## src/rtl/video_io_regs.sv

```systemverilog
// ISA-side register front-end for CGA/Tandy/MDA-class video adapters.
// Ports: ISA bus (bus_a/bus_d/strobes/aen) in; crtc_cs, bus_out/bus_dir/bus_rdy out;
// mode/colour registers, palette lookup (pal_rd_*) and update strobe (pal_we/pal_wr_idx),
// cursor/attribute blink, and framebuffer wait-state control via mem_cs/clk_seq.
module video_io_regs #(
    parameter logic [15:0] IO_BASE_ADDR = 16'h3D0,
    parameter int          PAL_ENTRIES  = 16,
    parameter int          PAL_W        = 4,
    parameter logic [23:0] BLINK_MAX    = 24'd2_000_000,
    parameter bit          USE_BUS_WAIT = 1'b0,
    parameter logic [4:0]  WAIT_SLOT    = 5'd17,
    parameter logic [7:0]  WAIT_TIMEOUT = 8'd64
) (
    input  logic             clk,
    input  logic             reset,
    input  logic [14:0]      bus_a,
    input  logic [7:0]       bus_d,
    input  logic             bus_aen,
    input  logic             bus_ior_l,
    input  logic             bus_iow_l,
    input  logic             bus_memr_l,
    input  logic             bus_memw_l,
    input  logic             mem_cs,
    input  logic [4:0]       clk_seq,
    input  logic             vsync,
    input  logic             display_enable,
    input  logic             blink_freeze,
    input  logic [3:0]       pal_rd_idx,
    output logic             crtc_cs,
    output logic [7:0]       bus_out,
    output logic             bus_dir,
    output logic             bus_rdy,
    output logic [7:0]       mode_reg,
    output logic [7:0]       color_reg,
    output logic [PAL_W-1:0] pal_rd_data,
    output logic             pal_we,
    output logic [3:0]       pal_wr_idx,
    output logic             blink_fast,
    output logic             blink_slow
);

    localparam logic [4:0] PAL_N = 5'(PAL_ENTRIES);
    localparam logic [7:0] TO_LAST = WAIT_TIMEOUT - 8'd1;

    typedef enum logic [1:0] {
        ST_IDLE,
        ST_WAIT,
        ST_DONE
    } state_t;

    // Address decode on the live bus; aen marks DMA cycles that must not hit I/O.
    logic [15:0] offs;
    logic [3:0]  off;
    logic        in_win;

    assign offs   = {1'b0, bus_a} - IO_BASE_ADDR;
    assign off    = offs[3:0];
    assign in_win = (offs[15:4] == 12'd0) && !bus_aen;
    assign crtc_cs = in_win && !off[3];

    // IOW is asynchronous to the video clock: two-flop synchroniser plus
    // one history flop so a long strobe yields a single write cycle.
    logic iow_s1, iow_s2, iow_s3;
    logic wr;

    always_ff @(posedge clk or posedge reset) begin
        if (reset) begin
            iow_s1 <= 1'b1;
            iow_s2 <= 1'b1;
            iow_s3 <= 1'b1;
        end else begin
            iow_s1 <= bus_iow_l;
            iow_s2 <= iow_s1;
            iow_s3 <= iow_s2;
        end
    end

    assign wr = iow_s3 && !iow_s2;

    // Register file
    logic [7:0]       index_reg;
    logic [PAL_W-1:0] pal [PAL_ENTRIES];
    logic             pal_hit;

    assign pal_hit = wr && in_win && (off == 4'hE)
                     && (index_reg[7:4] == 4'h1)
                     && ({1'b0, index_reg[3:0]} < PAL_N);

    always_ff @(posedge clk or posedge reset) begin
        if (reset) begin
            mode_reg   <= 8'h29;
            color_reg  <= 8'h00;
            index_reg  <= 8'h00;
            pal_we     <= 1'b0;
            pal_wr_idx <= 4'h0;
            for (int i = 0; i < PAL_ENTRIES; i++) begin
                pal[i] <= PAL_W'(i);
            end
        end else begin
            pal_we <= pal_hit;
            if (pal_hit) begin
                pal_wr_idx <= index_reg[3:0];
            end
            if (wr && in_win) begin
                if (off == 4'h8) mode_reg  <= bus_d;
                if (off == 4'h9) color_reg <= bus_d;
                if (off == 4'hA) index_reg <= bus_d;
            end
            for (int i = 0; i < PAL_ENTRIES; i++) begin
                if (pal_hit && (index_reg[3:0] == 4'(i))) begin
                    pal[i] <= bus_d[PAL_W-1:0];
                end
            end
        end
    end

    // Out-of-range lookups return zero rather than aliasing.
    always_comb begin
        pal_rd_data = '0;
        for (int i = 0; i < PAL_ENTRIES; i++) begin
            if (pal_rd_idx == 4'(i)) begin
                pal_rd_data = pal[i];
            end
        end
    end

    // Status read path
    logic vsync_q, de_q;

    always_ff @(posedge clk or posedge reset) begin
        if (reset) begin
            vsync_q <= 1'b0;
            de_q    <= 1'b0;
        end else begin
            vsync_q <= vsync;
            de_q    <= display_enable;
        end
    end

    // CRTC reads only claim the bus; data is muxed in above this block.
    always_comb begin
        bus_out = 8'h00;
        bus_dir = 1'b0;
        if (in_win && !bus_ior_l) begin
            if (off == 4'hA) begin
                bus_out = {4'hF, vsync_q, 2'b10, ~de_q};
                bus_dir = 1'b1;
            end else if (crtc_cs) begin
                bus_dir = 1'b1;
            end
        end
    end

    // Blink generator; slow blink advances on each fast 0->1 transition.
    logic [23:0] blink_cnt;

    always_ff @(posedge clk or posedge reset) begin
        if (reset) begin
            blink_cnt  <= 24'd0;
            blink_fast <= 1'b0;
            blink_slow <= 1'b0;
        end else if (!blink_freeze) begin
            if (blink_cnt == BLINK_MAX) begin
                blink_cnt  <= 24'd0;
                blink_fast <= ~blink_fast;
                if (!blink_fast) begin
                    blink_slow <= ~blink_slow;
                end
            end else begin
                blink_cnt <= blink_cnt + 24'd1;
            end
        end
    end

    // Framebuffer wait-state FSM
    state_t     state, state_nxt;
    logic [7:0] wcnt, wcnt_nxt;
    logic       acc;

    assign acc = USE_BUS_WAIT && mem_cs && (!bus_memr_l || !bus_memw_l);

    always_ff @(posedge clk or posedge reset) begin
        if (reset) begin
            state <= ST_IDLE;
            wcnt  <= 8'd0;
        end else begin
            state <= state_nxt;
            wcnt  <= wcnt_nxt;
        end
    end

    always_comb begin
        state_nxt = state;
        wcnt_nxt  = wcnt;
        bus_rdy   = 1'b1;
        case (state)
            ST_IDLE: begin
                if (acc) begin
                    state_nxt = ST_WAIT;
                    wcnt_nxt  = 8'd0;
                end
            end
            ST_WAIT: begin
                bus_rdy = 1'b0;
                if (!acc) begin
                    state_nxt = ST_IDLE;
                end else if (clk_seq == WAIT_SLOT || wcnt == TO_LAST) begin
                    state_nxt = ST_DONE;
                end else begin
                    wcnt_nxt = wcnt + 8'd1;
                end
            end
            ST_DONE: begin
                if (!acc) begin
                    state_nxt = ST_IDLE;
                end
            end
            default: begin
                state_nxt = ST_IDLE;
            end
        endcase
    end

endmodule
```

## config.mk

```make
export PLATFORM = sky130hd
export DESIGN_NAME = video_io_regs
export DESIGN_NICKNAME = d
export VERILOG_FILES = /design/src/rtl/video_io_regs.sv
export SDC_FILE = /design/constraint.sdc
export NUM_CORES = 1
export LEC_CHECK = 0
export CORE_MARGIN = 5
export CORE_UTILIZATION = 52
export DETAILED_ROUTE_END_ITERATION = 8
export GPL_TIMING_DRIVEN = 0
export PLACE_DENSITY = 0.85
export SLEW_MARGIN = 20
export SYNTH_ARGS = -nofsm -noshare
export SYNTH_HDL_FRONTEND = slang
export SYNTH_SLANG_ARGS = --single-unit
```

## constraint.sdc

```tcl
create_clock -name clk -period 4.6 [get_ports clk]
set_input_delay 0.92 -clock clk [delete_from_list [all_inputs] [get_ports clk]]
set_output_delay 0.92 -clock clk [all_outputs]
set_load 0.005 [all_outputs]
```

# After elaboration in Yosys (flattened, before gate mapping)
# Cells that the tools add are included.
[totals] ff_bits=124
[classes] n_addsub=2 eq_ne=36 muxes=22 bitwise_logic=4 reduce_logical=35
[op_table] op="$eq A4 B4 Y1 const B" count=20
[op_table] op="$mux W4" count=16
[op_table] op="$eq A4 B3 Y1 const B" count=8
[op_table] op="$add A24 B1 Y24 const B" count=1
[op_table] op="$eq A24 B21 Y1 const B" count=1
[op_table] op="$mux W24" count=1
[op_table] op="$logic_and A1 B1 Y1" count=23
[op_table] op="$eq A4 B2 Y1 const B" count=4
[op_table] op="$mux W8" count=2
[op_table] op="$sub A15 B10 Y16 const B" count=1
[op_table] op="$eq A4 B1 Y1 const B" count=3
[op_table] op="$logic_not A12 Y1" count=1
[op_table] op="$logic_not A4 Y1" count=2
[op_table] op="$reduce_and A2 Y1" count=4
[op_table] op="$logic_not A1 Y1" count=4
[op_table] op="$not A1 Y1" count=4
[op_table] op="$mux W1" count=3
[op_table] op="$reduce_and A3 Y1" count=1

# Logic depth before layout (Yosys ltp)
[depth] depth_word=17 depth_mapped=8 mapped_depth_nobuf=6

# Least setup slack after synthesis
# Ideal clock, no wire load.
[synth_path] path_type="input port to output port" startpoint="input bus_a[12]" endpoint="output bus_out[0]" t_arrival_ns=2.643 required_time_ns=3.680 slack_ns=1.037 path_stages=5 path_cell_list="or4_1 > or4_1 > nor3_1 > and3_1 > nor2b_1"
[synth_between] elab_chain_cells=5
[synth_lines] item="start, declared" line_no="16" text="input logic [14:0] bus_a,"
[synth_lines] item="$sub A15 B10 Y16" line_no="56" text="assign offs = {1'b0, bus_a} - IO_BASE_ADDR;"
[synth_lines] item="$logic_not A12 Y1" line_no="58" text="assign in_win = (offs[15:4] == 12'd0) && !bus_aen;"
[synth_lines] item="$logic_and A1 B1 Y1" line_no="58"
[synth_lines] item="$logic_and A1 B1 Y1" line_no="144" text="if (in_win && !bus_ior_l) begin"
[synth_lines] item="$mux W8" line_no="144"
[synth_lines] item="end, declared" line_no="30" text="output logic [7:0] bus_out,"
# No other way between the ends.

# Final worst setup path
# Same ends and word-level chain as after synthesis.

==> reports/results.txt <==
Placed instance count: 700
I/O pins: 81
CP Launch Type: input port
DRT Pass-1 Iters: 7
Post-Syn Nets: 537
R2R Setup Slk: 2.28 ns
Largest regs: pal x64, blink_cnt x24
R2R cell count: 5
RR Startpoint: blink_cnt[9]
Hold endpoint: iow_s2
CP Max Fanout: 7
Remaining DRCs: 0
Crit share post-route: 97.6%
Synthesis-to-layout area growth: 23.9%
Largest net degree at the start of global routing: 86
Number of synthesized flops with an enable pin: 0
Status: finished clean
Async set or reset register ratio after synthesis: 100%
Final Hold Viols: 0
Cell Rows: 39
Final design utilization: 66.0%
Worst path required time: 3.68 ns
Mapped cell area: 6100 sq um
Antenna Nets Post-Route: 0
Number of synthesized register bits: 124
Max-cap viol count: 0
Worst Tran Pin Value: 0.845 ns
Core box area: 11500 sq um
CTS tree: done
Clock Skew: 0.00691 ns
Mean Syn Cell Area: 12.4 sq um
Worst Hold Depth: 0
Root buf cell: clkbuf_16
Hold_sp: iow_s1
Wire length per cell: 19.7 um
Sinks on Clock Net: 124
Slew Limit Headroom: 43.5%
Worst-skew pair later-pin latency: 0.42 ns
Syn Inst Count: 492
Worst R2R End: blink_fast
CTS buffer count: 17
Area of the die: 14000 sq um
Post-Route Setup TNS: 0 ns
Via density: 5.86
IR drop worst, VDD: 0.000298 V
Synth warn: 0
Initial antenna violation count: 0
Fmax: 223 MHz
Fraction of layout instances using a drive strength above 1: 35.0%
Fill cells: 791
Main synth FF type: dfrtp_1
Hpwl dp: 9680 um
Worst min-delay path class: reg -> reg
Overflow left after global routing: 0
Total power: 2.70 mW
Global Route Usage Sum: 21.2%
First-pass GRT wire length: 23800 um
Most flops, register: pal
Ant diodes: 0
H-tree depth: 4
Seq. cell area: 3150 sq um
Layout net count: 620
Tmin final: 4.49 ns
Die Height: 118 um
# hold bufs at CTS: 0
Chip Width: 118 um
Number of port buffers: 64
Area of the multi-input gates: 2770 sq um
RSZ-0062 raised after global routing: yes
Drt initial violations: 297
Clk buf depth: 2
Post-synthesis sequential area ratio: 51.6%
Setup-failing EPs final: 0
Vias: 4281
Fin cells: 731
Max Slew Vio Count: 0
Placer Congestion: 0.913
Setup crit end kind: primary output
Vias in the first global route: 4652
Power per cell area: 357 nW/um^2
Post-DP Area: 6960 sq um
WP data arrival: 3.57 ns
Clk pin slew, worst setup/hold paths: 0.05 ns
WL final: 14400 um
Yosys cell types: 54
Initial Utilization: 53.2%
Post-layout instance area: 7560 sq um
Leak: 3.31 nW
Number of flip-flops in the largest register: 64
Kind of critical path: in -> out
Setup bufs post-CTS: 0
logic make-up (layout without fill, tap and decap cells):
family / Yosys count / count (layout) / share of synthesized area (%)
flops: 124 / 124 / 51.6
compound gates: 44 / 44 / 4.51
simple gates: 141 / 141 / 15.6
mux: 113 / 113 / 21.3
fa+ha+maj: 2 / 2 / 0.410
other cells: 2 / 2 / 0.123
xor+xnor: 23 / 23 / 3.30
buf+inv: 43 / 139 / 3.18
worst max-delay path, stage by stage:
cell and delay [ns]:
clkdlybuf4s50_1 0.41, or4_1 0.60, or4_1 0.55, nor3_2 0.22
and3_4 0.25, nor2b_1 0.13, clkdlybuf4s50_1 0.50
metal layers:
layer  global-route usage (%)  routed length, um  vias to the layer above
li1                         -                  -                     1939
met1                     26.3               5990                     2134
met2                     35.6               7240                      176
met3                     5.97                899                       32
met4                     7.67                262                        0
met5                        0                  0                        -
layout make-up:
type	count	area share, %
repair buffers	65	8.83
flip-flops and latches	124	41.6
inverters	10	0.562
well taps	143	2.37
plain buffers	32	2.07
multi-input cells	325	36.6
clock inverters	10	1.51
clock buffers	22	6.40
stage by stage:
step | hold slack, ns | setup slack, ns
2_1_floorplan | 0.345 | 0.444
3_3_place_gp | 0.347 | -0.981
3_5_place_dp | 0.349 | -0.281
4_1_cts | 0.357 | 0.0162
5_1_grt | 0.362 | -0.0119
6_report | 0.355 | 0.112
cells in the final DEF, fill, tap and decap left out, types with 5 or more instances in the layout:
master and instances:
nand2b_1 13, nor2b_1 6, clkdlybuf4s50_1 64, nor4_1 5
xor2_1 12, nor3_2 7, buf_4 6, mux2_2 95
dfstp_2 38, nand4_1 5, nor4_4 7, mux2i_1 14
nor3_1 9, o21ai_0 18, nand3_1 9, nor2_1 25
or4_1 5, xnor2_1 11, inv_1 9, buf_1 5
clkbuf_16 17, a21oi_1 7, clkbuf_1 16, nand2_1 22
dfrtp_1 86
worst max-delay path by stage:
stage / startpoint / to / slack, ns / cells past startpoint
after floorplan: reset / blink_cnt[0] / 0.44 / 1
after global placement: reset / pal[4] / -0.98 / 2
after detailed placement: pal_rd_idx[1] / pal_rd_data[2] / -0.28 / 9
after CTS: bus_a[12] / bus_out[0] / 0.02 / 7
after global routing: pal_rd_idx[2] / pal_rd_data[2] / -0.01 / 8
final: bus_a[12] / bus_out[0] / 0.11 / 7
synth_stat cells (9+ instances only):
| master | number | area [sq um] |
|---|---|---|
| clkbuf_1 | 17 | 63.8 |
| dfrtp_1 | 86 | 2150 |
| dfstp_2 | 38 | 998 |
| inv_1 | 10 | 37.5 |
| mux2_2 | 95 | 1070 |
| mux2i_1 | 14 | 140 |
| nand2_1 | 22 | 82.6 |
| nand2b_1 | 13 | 81.3 |
| nand3_1 | 9 | 45.0 |
| nor2_1 | 25 | 93.8 |
| nor3_1 | 10 | 50.1 |
| o21ai_0 | 18 | 90.1 |
| xnor2_1 | 11 | 96.3 |
| xor2_1 | 12 | 105 |
report_power, final:
part	switching (mW)	internal, mW	leakage, nW
registers	0.0375	1.13	1.57
clock network	0.474	0.851	0.284
logic	0.119	0.0902	1.45
total	0.631	2.07	3.31
what timing repair did:
action / CTS / global route
gates resized for setup: 2 / 5
pin swaps: 0 / 0
endpoints found under the setup margin: 4 / 8
No activity file was read; power rests on OpenSTA's default activity.
